$ cat config.mk
export PLATFORM = sky130hd
export DESIGN_NAME = wb_trap_unit
export DESIGN_NICKNAME = d
export VERILOG_FILES = /design/src/rtl/wb_trap_unit.sv
export SDC_FILE = /design/constraint.sdc
export NUM_CORES = 1
export LEC_CHECK = 0
export ABC_AREA = 1
export BUFFER_PORTS_ARGS = -buffer_cell sky130_fd_sc_hd__buf_2
export CORE_AREA = 2 2 163 165
export CTS_CLUSTER_DIAMETER = 40
export DETAILED_ROUTE_END_ITERATION = 8
export DIE_AREA = 0 0 165 167
export GPL_ROUTABILITY_DRIVEN = 0
export PLACE_DENSITY = 0.4
export SKIP_CTS_REPAIR_TIMING = 1
export SYNTH_ARGS = -nofsm -noshare
export SYNTH_HDL_FRONTEND = slang
export SYNTH_SLANG_ARGS = --single-unit
$ cat constraint.sdc
create_clock -name clk -period 5.7 [get_ports clk]
set_clock_uncertainty 0.15 [all_clocks]
set_input_delay 1.14 -clock clk [delete_from_list [all_inputs] [get_ports clk]]
set_output_delay 1.14 -clock clk [all_outputs]
set_load 0.1 [all_outputs]
$ cat src/rtl/wb_trap_unit.sv
// Write-back trap controller: prioritised exceptions, mret and arm/flush-gated interrupts.
// Optional TRAP_IRQ_SYNC_EN adds 2-flop synchronisers on all interrupt lines before mip.
module wb_trap_unit #(
  parameter int XLEN          = 32,
  parameter int NUM_LOCAL_IRQ = 16,
  parameter int FLUSH_CYCLES  = 3
) (
  input  logic                     clk,
  input  logic                     rst,
  input  logic                     wb_stall,
  input  logic                     wb_valid,
  input  logic [XLEN-1:0]          wb_pc,
  input  logic [XLEN-1:0]          wb_fault_address,
  input  logic [31:0]              wb_instruction,
  input  logic [3:0]               exc_flags,
  input  logic                     mret,
  input  logic                     next_instruction_valid,
  input  logic [XLEN-1:0]          next_instruction_pc,
  input  logic                     software_interrupt,
  input  logic                     timer_interrupt,
  input  logic                     external_interrupt,
  input  logic [NUM_LOCAL_IRQ-1:0] local_interrupt,
  input  logic [XLEN-3:0]          mtvec_base,
  input  logic [1:0]               mtvec_mode,
  input  logic                     mstatus_mie,
  input  logic                     mstatus_mpie,
  input  logic [XLEN-1:0]          mie,
  input  logic [XLEN-1:0]          mepc_value,
  output logic                     trap_take,
  output logic [XLEN-1:0]          trap_pc,
  output logic                     mcause_interrupt,
  output logic [XLEN-2:0]          mcause_code,
  output logic [XLEN-1:0]          mepc_wdata,
  output logic [XLEN-1:0]          mtval_wdata,
  output logic                     mstatus_mie_wdata,
  output logic                     mstatus_mpie_wdata,
  output logic [1:0]               mstatus_mpp_wdata,
  output logic [XLEN-1:0]          mip_value
);

  localparam int NIRQ = NUM_LOCAL_IRQ + 3;
  localparam logic [3:0] FLUSH_LOAD = 4'(FLUSH_CYCLES - 1);

  // state | meaning
  // IDLE  | no eligible interrupt seen
  // ARMED | interrupt eligible, waiting for a valid restart point in MEM
  // FLUSH | pipe refilling after a redirect; interrupts masked
  typedef enum logic [1:0] {IDLE, ARMED, FLUSH} state_t;

  state_t          state_q, state_d;
  logic [3:0]      cnt_q, cnt_d;
  logic [XLEN-1:0] mip_q, mip_d, pend, tvec_base, vec_pc;
  logic [NIRQ-1:0] irq_raw, irq_line;
  logic            irq_elig, exc_any, exc_take, mret_take, irq_take;
  logic [XLEN-2:0] irq_code, exc_code;
  logic [XLEN-1:0] exc_mtval;

  assign irq_raw = {local_interrupt, external_interrupt, timer_interrupt, software_interrupt};

`ifdef TRAP_IRQ_SYNC_EN
  logic [NIRQ-1:0] sync_q1, sync_q2;
  always_ff @(posedge clk) begin
    if (rst) begin
      sync_q1 <= '0;
      sync_q2 <= '0;
    end else begin
      sync_q1 <= irq_raw;
      sync_q2 <= sync_q1;
    end
  end
  assign irq_line = sync_q2;
`else
  assign irq_line = irq_raw;
`endif

  always_comb begin
    mip_d     = '0;
    mip_d[3]  = irq_line[0];
    mip_d[7]  = irq_line[1];
    mip_d[11] = irq_line[2];
    for (int i = 0; i < NUM_LOCAL_IRQ; i++) mip_d[16+i] = irq_line[3+i];
  end

  assign mip_value = mip_q;
  assign pend      = mip_q & mie;
  assign irq_elig  = mstatus_mie & (|pend);

  // Lowest local index wins among locals; standard lines override in rising priority.
  always_comb begin
    irq_code = '0;
    for (int i = NUM_LOCAL_IRQ - 1; i >= 0; i--) begin
      if (pend[16+i]) irq_code = (XLEN-1)'(16 + i);
    end
    if (pend[7])  irq_code = (XLEN-1)'(7);
    if (pend[3])  irq_code = (XLEN-1)'(3);
    if (pend[11]) irq_code = (XLEN-1)'(11);
  end

  assign exc_any = |exc_flags;

  always_comb begin
    exc_code  = (XLEN-1)'(6);
    exc_mtval = wb_fault_address;
    if (exc_flags[0]) begin
      exc_code  = '0;
      exc_mtval = wb_pc;
    end else if (exc_flags[1]) begin
      exc_code  = (XLEN-1)'(2);
      exc_mtval = XLEN'(wb_instruction);
    end else if (exc_flags[2]) begin
      exc_code  = (XLEN-1)'(4);
    end
  end

  assign tvec_base = {mtvec_base, 2'b00};
  assign vec_pc    = (mtvec_mode == 2'd1) ? tvec_base + {irq_code[XLEN-3:0], 2'b00} : tvec_base;

  always_comb begin
    state_d   = state_q;
    cnt_d     = cnt_q;
    exc_take  = 1'b0;
    mret_take = 1'b0;
    irq_take  = 1'b0;
    if (!rst && !wb_stall) begin
      exc_take  = wb_valid & exc_any;
      mret_take = wb_valid & mret & ~exc_any;
      if (exc_take || mret_take) begin
        state_d = FLUSH;
        cnt_d   = FLUSH_LOAD;
      end else begin
        case (state_q)
          IDLE: if (irq_elig) state_d = ARMED;
          ARMED: begin
            if (next_instruction_valid && irq_elig) begin
              irq_take = 1'b1;
              state_d  = FLUSH;
              cnt_d    = FLUSH_LOAD;
            end else if (!irq_elig) begin
              state_d = IDLE;
            end
          end
          FLUSH: begin
            if (cnt_q == 4'd0) state_d = IDLE;
            else               cnt_d   = cnt_q - 4'd1;
          end
          default: state_d = IDLE;
        endcase
      end
    end
  end

  always_comb begin
    trap_take          = exc_take | mret_take | irq_take;
    trap_pc            = '0;
    mcause_interrupt   = 1'b0;
    mcause_code        = '0;
    mepc_wdata         = '0;
    mtval_wdata        = '0;
    mstatus_mie_wdata  = 1'b0;
    mstatus_mpie_wdata = 1'b0;
    mstatus_mpp_wdata  = 2'b00;
    if (exc_take) begin
      trap_pc            = tvec_base;
      mcause_code        = exc_code;
      mepc_wdata         = wb_pc;
      mtval_wdata        = exc_mtval;
      mstatus_mpie_wdata = mstatus_mie;
      mstatus_mpp_wdata  = 2'b11;
    end else if (irq_take) begin
      trap_pc            = vec_pc;
      mcause_interrupt   = 1'b1;
      mcause_code        = irq_code;
      mepc_wdata         = next_instruction_pc;
      mstatus_mpie_wdata = mstatus_mie;
      mstatus_mpp_wdata  = 2'b11;
    end else if (mret_take) begin
      trap_pc            = mepc_value;
      mstatus_mie_wdata  = mstatus_mpie;
      mstatus_mpie_wdata = 1'b1;
      mstatus_mpp_wdata  = 2'b11;
    end
  end

  always_ff @(posedge clk) begin
    if (rst) begin
      state_q <= IDLE;
      cnt_q   <= '0;
      mip_q   <= '0;
    end else begin
      state_q <= state_d;
      cnt_q   <= cnt_d;
      mip_q   <= mip_d;
    end
  end

endmodule
==> impl_metrics.env, run 1 <==
export IMPL_power_per_cell_area_mw_per_mm2=144
export IMPL_track_usage_pct=15.6
export IMPL_slew_violations=0
export IMPL_worstRegToRegCells=16
export IMPL_r2r_start="mip_value[29]"
export IMPL_tns_ns=0
export IMPL_syn_area_per_cell_um2=5.59
export IMPL_peakVddDrop_v=0.000150
export IMPL_hold_depth=2
export IMPL_switchingPower_w=0.000588
export IMPL_cts_root_buf="clkbuf_16"
export IMPL_viasPerCell=4.24
export IMPL_rsz0062_at_grt="true"
export IMPL_die_area_mm2=0.0276
export IMPL_dp_hpwl_um=19500
export IMPL_synth_seq_area_share_pct=12.2
export IMPL_clock_sinks=25
export IMPL_p_sw_share_pct=55.5
export IMPL_end_kind="output port"
export IMPL_syn_to_final_growth_pct=78.8
export IMPL_hold_path_class="reg2reg"
export IMPL_vias=6065
export IMPL_rows=59
export IMPL_syn_inst=737
export IMPL_cts_made_buffers=3
export IMPL_dr_pass1_iters=6
export IMPL_path_class="in2out"
export IMPL_hold_slack_ns=0.341
export IMPL_fmax_mhz=183
export IMPL_clk_pin_slew_worst_paths_ns=0.06
export IMPL_intPower_w=0.000472
export IMPL_crit_path_start="mie[31]"
export IMPL_tightest_slew_ns=0.641
export IMPL_io_buffers=367
export IMPL_setup_viol=0
export IMPL_grt_pass1_wl_um=33500
export IMPL_ios=420
export IMPL_fill_cells=2941
export IMPL_cp_max_fo=3
export IMPL_arrival_ns=4.18
export IMPL_final_common_cell="buf_2"
export IMPL_dieWidth_um=165
export IMPL_max_cap_violations=0
export IMPL_grt_antenna_before_repair=5
export IMPL_max_stage_delay_ns=0.34
export IMPL_yosys_cell_types_count=42
export IMPL_r2r_end="state_q[1]"
export IMPL_synth_warning_count=0
export IMPL_totalWireLength_um=22800
export IMPL_grt_overflow=0
export IMPL_synth_edf_count=0
export IMPL_finalPower_w=0.00106
export IMPL_synth_seq_cells=25
export IMPL_cp_common_cell="nand2_1"
export IMPL_first_global_vias=5924
export IMPL_endpoint="trap_pc[28]"
export IMPL_status="finished clean"
export IMPL_critPathBufInv=4
export IMPL_antenna_left=0
export IMPL_fin_crit_ns=5.47
export IMPL_seq_power_share_pct=18.0
export IMPL_drive_above_1_share_pct=40.6
export IMPL_hold_violations=0
export IMPL_grt_max_degree=65
export IMPL_fin_nets=1354
export IMPL_synthArstFlopShare_pct=0
export IMPL_slew_limit_headroom_pct=57.2
export IMPL_first_iter_violations=290
export IMPL_drc_errors=0
export IMPL_die_y_um=167
export IMPL_final_cell_mix="304 x buf_2, 224 x nand2_1, 71 x inv_1"
export IMPL_p_comb_share_pct=66.8
export IMPL_start_kind="primary input"
export IMPL_clock_latency_ns=0.26
export IMPL_clock_power_share_pct=15.2
export IMPL_path_depth=34
export IMPL_synth_flop_cell="dfxtp_1"
export IMPL_start_util_pct=16.0
export IMPL_path_delay_family="simple AND/OR/NAND/NOR gates"
export IMPL_htreeDepth=1
export IMPL_critPathSlowestCell="fa_2"
export IMPL_fin_crit_sh_pct=95.9
export IMPL_crit_required_ns=4.41
export IMPL_wire_per_inst_um=16.0
export IMPL_syn_area_mm2=0.00412
export IMPL_ff2ff_setup_slack_ns=3.24
export IMPL_cts_tree="yes"
export IMPL_core_area_mm2=0.0258
export IMPL_p_leak_nw=3.87
export IMPL_clockBufferDepth=2
power by group through the flow:
| stage | Clock, W | Combinational, W | Sequential [W] |
|---|---|---|---|
| floorplan | 0 | 0.000449 | 0.000246 |
| global placement | 0 | 0.000703 | 0.000194 |
| detailed placement | 0 | 0.000704 | 0.000194 |
| CTS | 0.000168 | 0.000706 | 0.000190 |
| global route | 0.000174 | 0.000755 | 0.000192 |
| finish | 0.000161 | 0.000708 | 0.000190 |
worst register-to-register path: stages (launching register included):
cell and delay [ns]:
dfxtp_1 0.31, nand2_1 0.09, buf_4 0.12, nand2_1 0.05, nor2_1 0.17, nand2_1 0.13, nor2_1 0.13, nand3_1 0.09
nand2_1 0.13, nor2_1 0.08, nand2_2 0.07, buf_4 0.29, nand2_1 0.10, inv_1 0.12, nand2_1 0.09, a21oi_1 0.15
nor2_1 0.05
final cells by class:
type                    count  area [um2]  share of cell area (%)
inverters                  78         298                    4.04
repair buffers            388        2940                    39.9
well taps                 335         419                    5.69
clock buffers               3        75.1                    1.02
clock inverters             1        7.51                   0.102
flip-flops and latches     25         500                    6.80
diodes                      5        12.5                   0.170
multi-input cells         595        3110                    42.3
per-layer routing:
layer  routed length, um  vias up  part of all wire [%]  track usage [%]
li1                    -     3078                     -                -
met1                9580     2718                    42             19.1
met2               11300      251                    49             28.2
met3                1620       18                   7.1             2.54
met4                 361        0                   1.6             3.55
met5                   0        -                     0                0
synthesized netlist by cell type (all sizes together), types with 5 or more instances:
| cell | count | area share (%) |
|---|---|---|
| xor2 | 6 | 1.3 |
| a22o | 31 | 6.6 |
| buf | 51 | 9.4 |
| o21ai | 58 | 7.4 |
| inv | 78 | 7.2 |
| nand4 | 9 | 1.4 |
| a31oi | 34 | 5.2 |
| nand2 | 233 | 22 |
| ha | 7 | 2.1 |
| clkbuf | 26 | 2.4 |
| o211ai | 9 | 1.6 |
| a21oi | 30 | 3.7 |
| nand3 | 34 | 4.1 |
| dfxtp | 25 | 12 |
| xnor2 | 5 | 1.1 |
| nor2 | 70 | 7.1 |
| nor3 | 12 | 2.0 |
flip-flops by register name, indices dropped and copies added (netlist names):
register	flops
state_q	2
cnt_q	4
mip_value	19
cells by family (layout without fill, tap and decap cells):
family	count (synthesis)	in the layout	synth area share [%]
other	1	44	0.0911
AOI/OAI and AO/OA	176	176	27.1
adders and majority gates	8	8	2.61
and+or+nand+nor	361	361	36.7
buffers and inverters	155	470	19.0
DFF	25	25	12.2
xor gates and xnor gates	11	11	2.34
how the worst min path moves through the flow:
stage	from	endpoint	slack (ns)
finish	state_q[0]	state_q[0]	0.34
global route	state_q[0]	state_q[0]	0.39
CTS	state_q[0]	state_q[0]	0.35
detailed placement	state_q[0]	state_q[0]	0.34
global placement	state_q[0]	state_q[0]	0.33
floorplan	state_q[0]	state_q[0]	0.31
stage by stage:
| step | setup slack [ns] | area, um2 | cells | utilization (%) |
|---|---|---|---|---|
| after floorplan | -0.100 | 4320 | 775 | - |
| after global placement | -0.00334 | 7170 | 1419 | 27.8 |
| after detailed placement | 0.000190 | 7170 | 1419 | 27.8 |
| after CTS | -0.0164 | 7250 | 1423 | 28.2 |
| after global routing | -0.161 | 7360 | 1430 | 28.6 |
| final | 0.231 | 7360 | 1430 | 28.6 |
No activity file was read; power rests on OpenSTA's default activity.
==> run 2: changes to the inputs <==
Settings changed: CORE_AREA 2 2 163 165 to 2 2 162 164, DIE_AREA 0 0 165 167 to 0 0 164 166.
Clock period 5.7 ns to 6.6 ns, I/O delays scaled along.
==> impl_metrics.env, run 2 (synthesis results as in run 1) <==
export IMPL_power_per_cell_area_mw_per_mm2=138
export IMPL_setup_viol=0
export IMPL_max_stage_delay_ns=0.39
export IMPL_hold_path_class="reg2reg"
export IMPL_final_cell_mix="360 x buf_2, 228 x nand2_1, 73 x inv_1"
export IMPL_finalPower_w=0.000870
export IMPL_slew_violations=0
export IMPL_io_buffers=367
export IMPL_dp_slack_ns=0.374
export IMPL_rows=59
export IMPL_dp_hpwl_um=19000
export IMPL_viasPerCell=4.26
export IMPL_antenna_left=0
export IMPL_cts_tree="yes"
export IMPL_clockBufferDepth=2
export IMPL_cts_made_buffers=3
export IMPL_totalWireLength_um=22400
export IMPL_dieWidth_um=164
export IMPL_ff2ff_setup_slack_ns=4.23
export IMPL_cp_common_cell="nand2_1"
export IMPL_dr_pass1_iters=5
export IMPL_start_kind="primary input"
export IMPL_cp_max_fo=4
export IMPL_final_common_cell="buf_2"
export IMPL_first_iter_violations=308
export IMPL_syn_to_final_growth_pct=53.5
export IMPL_cts_root_buf="clkbuf_16"
export IMPL_wire_per_inst_um=15.8
export IMPL_path_class="in2out"
export IMPL_die_area_mm2=0.0272
export IMPL_clock_sinks=25
export IMPL_end_kind="output port"
export IMPL_arrival_ns=4.70
export IMPL_fill_cells=3059
export IMPL_hold_violations=0
export IMPL_track_usage_pct=15.5
export IMPL_grt_overflow=0
export IMPL_tightest_slew_ns=0.700
export IMPL_grt_pass1_wl_um=32900
export IMPL_grt_antenna_before_repair=5
export IMPL_crit_required_ns=5.13
export IMPL_htreeDepth=1
export IMPL_fin_nets=1342
export IMPL_vias=6034
export IMPL_fmax_mhz=162
export IMPL_drive_above_1_share_pct=37.6
export IMPL_fin_crit_ns=6.17
export IMPL_drc_errors=0
export IMPL_setup_slack_ns=0.427
export IMPL_slew_limit_headroom_pct=53.3
export IMPL_ios=420
export IMPL_clk_pin_slew_worst_paths_ns=0.07
export IMPL_core_area_mm2=0.0256
export IMPL_utilization_pct=24.7
export IMPL_critPathSlowestCell="fa_1"
export IMPL_clock_latency_ns=0.27
export IMPL_start_util_pct=16.1
export IMPL_first_global_vias=5808
export IMPL_max_cap_violations=0
export IMPL_grt_max_degree=70
export IMPL_status="finished clean"
export IMPL_die_y_um=166
export IMPL_largest_reg_flops=19
export IMPL_peakVddDrop_v=0.000170
export IMPL_p_leak_nw=3.61
export IMPL_fin_crit_sh_pct=93.5
## run 2: power by group
group	leakage, nW	total (W)	internal [W]	switching [W]
Sequential	0.208	0.000164	0.000160	0.00000474
Combinational	3.36	0.000561	0.000125	0.000436
Clock	0.0371	0.000144	0.0000826	0.0000617
## run 2: per-stage QoR
step	hold WS (ns)	area, um2	setup TNS, ns	cells
finish	0.346	6320	0	1416
global route	0.387	6320	-0.00474	1415
CTS	0.344	6300	0	1413
detailed placement	0.333	6220	0	1409
global placement	0.335	6220	0	1409
floorplan	0.308	4260	0	775
## run 2: final timing paths
kind / from / end / cells past startpoint
worst max-delay path: mie[31] / trap_pc[26] / 34
worst max register to register: mip_value[20] / state_q[1] / 14
worst min register to register: state_q[0] / state_q[0] / 2
worst min-delay path: state_q[0] / state_q[0] / 2
## run 2: final cells by class
cell class	count	area, um2	area share (%)
multi-input cells	595	2990	47.3
clock inverters	1	7.51	0.119
clock buffers	3	75.1	1.19
flip-flops and latches	25	500	7.92
repair buffers	376	2020	32.0
well taps	335	419	6.63
diodes	3	7.51	0.119
inverters	78	298	4.71
## run 2: critical path, delay by kind of cell
kind / cells / cell delay, ns
buffers and inverters: 4 / 0.36
AO/OA/AOI/OAI: 2 / 0.33
adder cells (fa/ha/maj): 2 / 0.56
AND/OR/NAND/NOR: 26 / 2.11
## run 2: routing by layer
metal / track usage (%) / routed length (um) / vias to the layer above
met2: 28.1 / 11000 / 250
met4: 2.59 / 251 / 0
met3: 3.60 / 1880 / 14
li1: - / - / 3051
met1: 18.6 / 9270 / 2719
met5: 0 / 0 / -
==> run 3: changes to the inputs <==
Settings changed: CTS_BUF_LIST set to sky130_fd_sc_hd__clkbuf_2.
==> impl_metrics.env, run 3 (synthesis results as in run 1) <==
export IMPL_slew_violations=0
export IMPL_cp_max_fo=4
export IMPL_clockBufferDepth=2
export IMPL_fin_nets=1342
export IMPL_fin_area_mm2=0.00626
export IMPL_io_buffers=367
export IMPL_max_stage_delay_ns=0.39
export IMPL_die_area_mm2=0.0272
export IMPL_viasPerCell=4.25
export IMPL_grt_pass1_wl_um=32900
export IMPL_final_cell_mix="360 x buf_2, 228 x nand2_1, 73 x inv_1"
export IMPL_status="finished clean"
export IMPL_finalPower_w=0.000799
export IMPL_arrival_ns=4.70
export IMPL_largest_reg_flops=19
export IMPL_dp_hpwl_um=19000
export IMPL_clock_sinks=25
export IMPL_hold_slack_ns=0.366
export IMPL_antenna_left=0
export IMPL_grt_overflow=0
export IMPL_setup_viol=0
export IMPL_wire_per_inst_um=15.8
export IMPL_vias=6021
export IMPL_cts_root_buf="clkbuf_2"
export IMPL_critPathBufInv=4
export IMPL_drc_errors=0
export IMPL_path_class="in2out"
export IMPL_track_usage_pct=15.5
export IMPL_final_common_cell="buf_2"
export IMPL_peakVddDrop_v=0.0000880
export IMPL_cts_tree="yes"
export IMPL_clk_pin_slew_worst_paths_ns=0.29
export IMPL_hold_path_class="reg2reg"
export IMPL_tightest_slew_ns=0.702
export IMPL_cts_made_buffers=3
export IMPL_start_util_pct=16.1
export IMPL_dr_pass1_iters=4
export IMPL_htreeDepth=1
export IMPL_fmax_mhz=162
export IMPL_placed_area_mm2=0.00622
export IMPL_dieWidth_um=164
export IMPL_max_cap_violations=0
export IMPL_syn_to_final_growth_pct=52.1
export IMPL_crit_required_ns=5.13
export IMPL_rows=59
export IMPL_start_kind="primary input"
export IMPL_power_per_cell_area_mw_per_mm2=128
export IMPL_first_iter_violations=280
export IMPL_critPathSlowestCell="fa_1"
export IMPL_p_leak_nw=3.58
export IMPL_path_delay_family="simple AND/OR/NAND/NOR gates"
export IMPL_clock_latency_ns=0.41
export IMPL_grt_max_degree=70
export IMPL_fin_crit_sh_pct=93.5
export IMPL_grt_antenna_before_repair=5
export IMPL_core_area_mm2=0.0256
export IMPL_hold_violations=0
export IMPL_slew_limit_headroom_pct=53.1
export IMPL_die_y_um=166
export IMPL_drive_above_1_share_pct=37.6
export IMPL_first_global_vias=5810
export IMPL_totalWireLength_um=22400
export IMPL_ios=420
export IMPL_fin_crit_ns=6.17
export IMPL_end_kind="output port"
export IMPL_cp_common_cell="nand2_1"
run 3: changes by cell type in the layout (fill, tap and decap cells not counted):
cell | previous run | this run
clkbuf_16 | 3 | 0
clkbuf_2 | 0 | 3
run 3: report_power, final:
group          total [W]  internal, W  leakage (nW)  switching (W)
combinational   0.000561     0.000125          3.36       0.000436
sequential      0.000165     0.000160         0.208     0.00000474
clock          0.0000723    0.0000140        0.0126      0.0000583
total           0.000799     0.000299          3.58       0.000499
run 3: worst reg2reg max path: stages (launching register included):
cell and delay, ns:
dfxtp_1 0.39, nand2_1 0.14, nand2_1 0.07, nor2_1 0.13
nand2_1 0.09, nor2_1 0.09, nand3_1 0.07, nand2_1 0.11
nor2_1 0.08, nand2_2 0.48, nand2_1 0.10, inv_1 0.14
nand2_1 0.10, a21oi_1 0.13, nor2_1 0.05
run 3: layout make-up:
cell class | instances | area (um2)
flip-flops and latches | 25 | 500
inverters | 78 | 298
multi-input cells | 595 | 2990
repair buffers | 376 | 2020
well taps | 335 | 419
clock inverters | 1 | 7.51
fillers | 3068 | 19400
clock buffers | 3 | 15.0
diodes | 3 | 7.51
run 3: final timing paths:
path                                     from           to  slack (ns)  cells past startpoint
worst min register to register     state_q[0]   state_q[0]        0.37                      2
worst min-delay path               state_q[0]   state_q[0]        0.37                      2
worst max-delay path                  mie[31]  trap_pc[26]        0.43                     34
worst max register to register  mip_value[20]   state_q[1]        4.22                     14
run 3: layer usage:
metal / track usage (%) / part of all wire, %
met1: 18.6 / 42
met2: 28.1 / 49
met3: 3.52 / 8.4
met4: 2.71 / 1.1
met5: 0 / 0
run 3: through the flow:
step                      worst slack, ns  setup TNS, ns  std cells  utilization, %
final                               0.426              0       1416            24.4
after global routing             -0.00474       -0.00474       1415            24.4
after CTS                           0.354              0       1413            24.4
after detailed placement            0.374              0       1409            24.3
after global placement              0.381              0       1409            24.3
after floorplan                     0.293              0        775               -
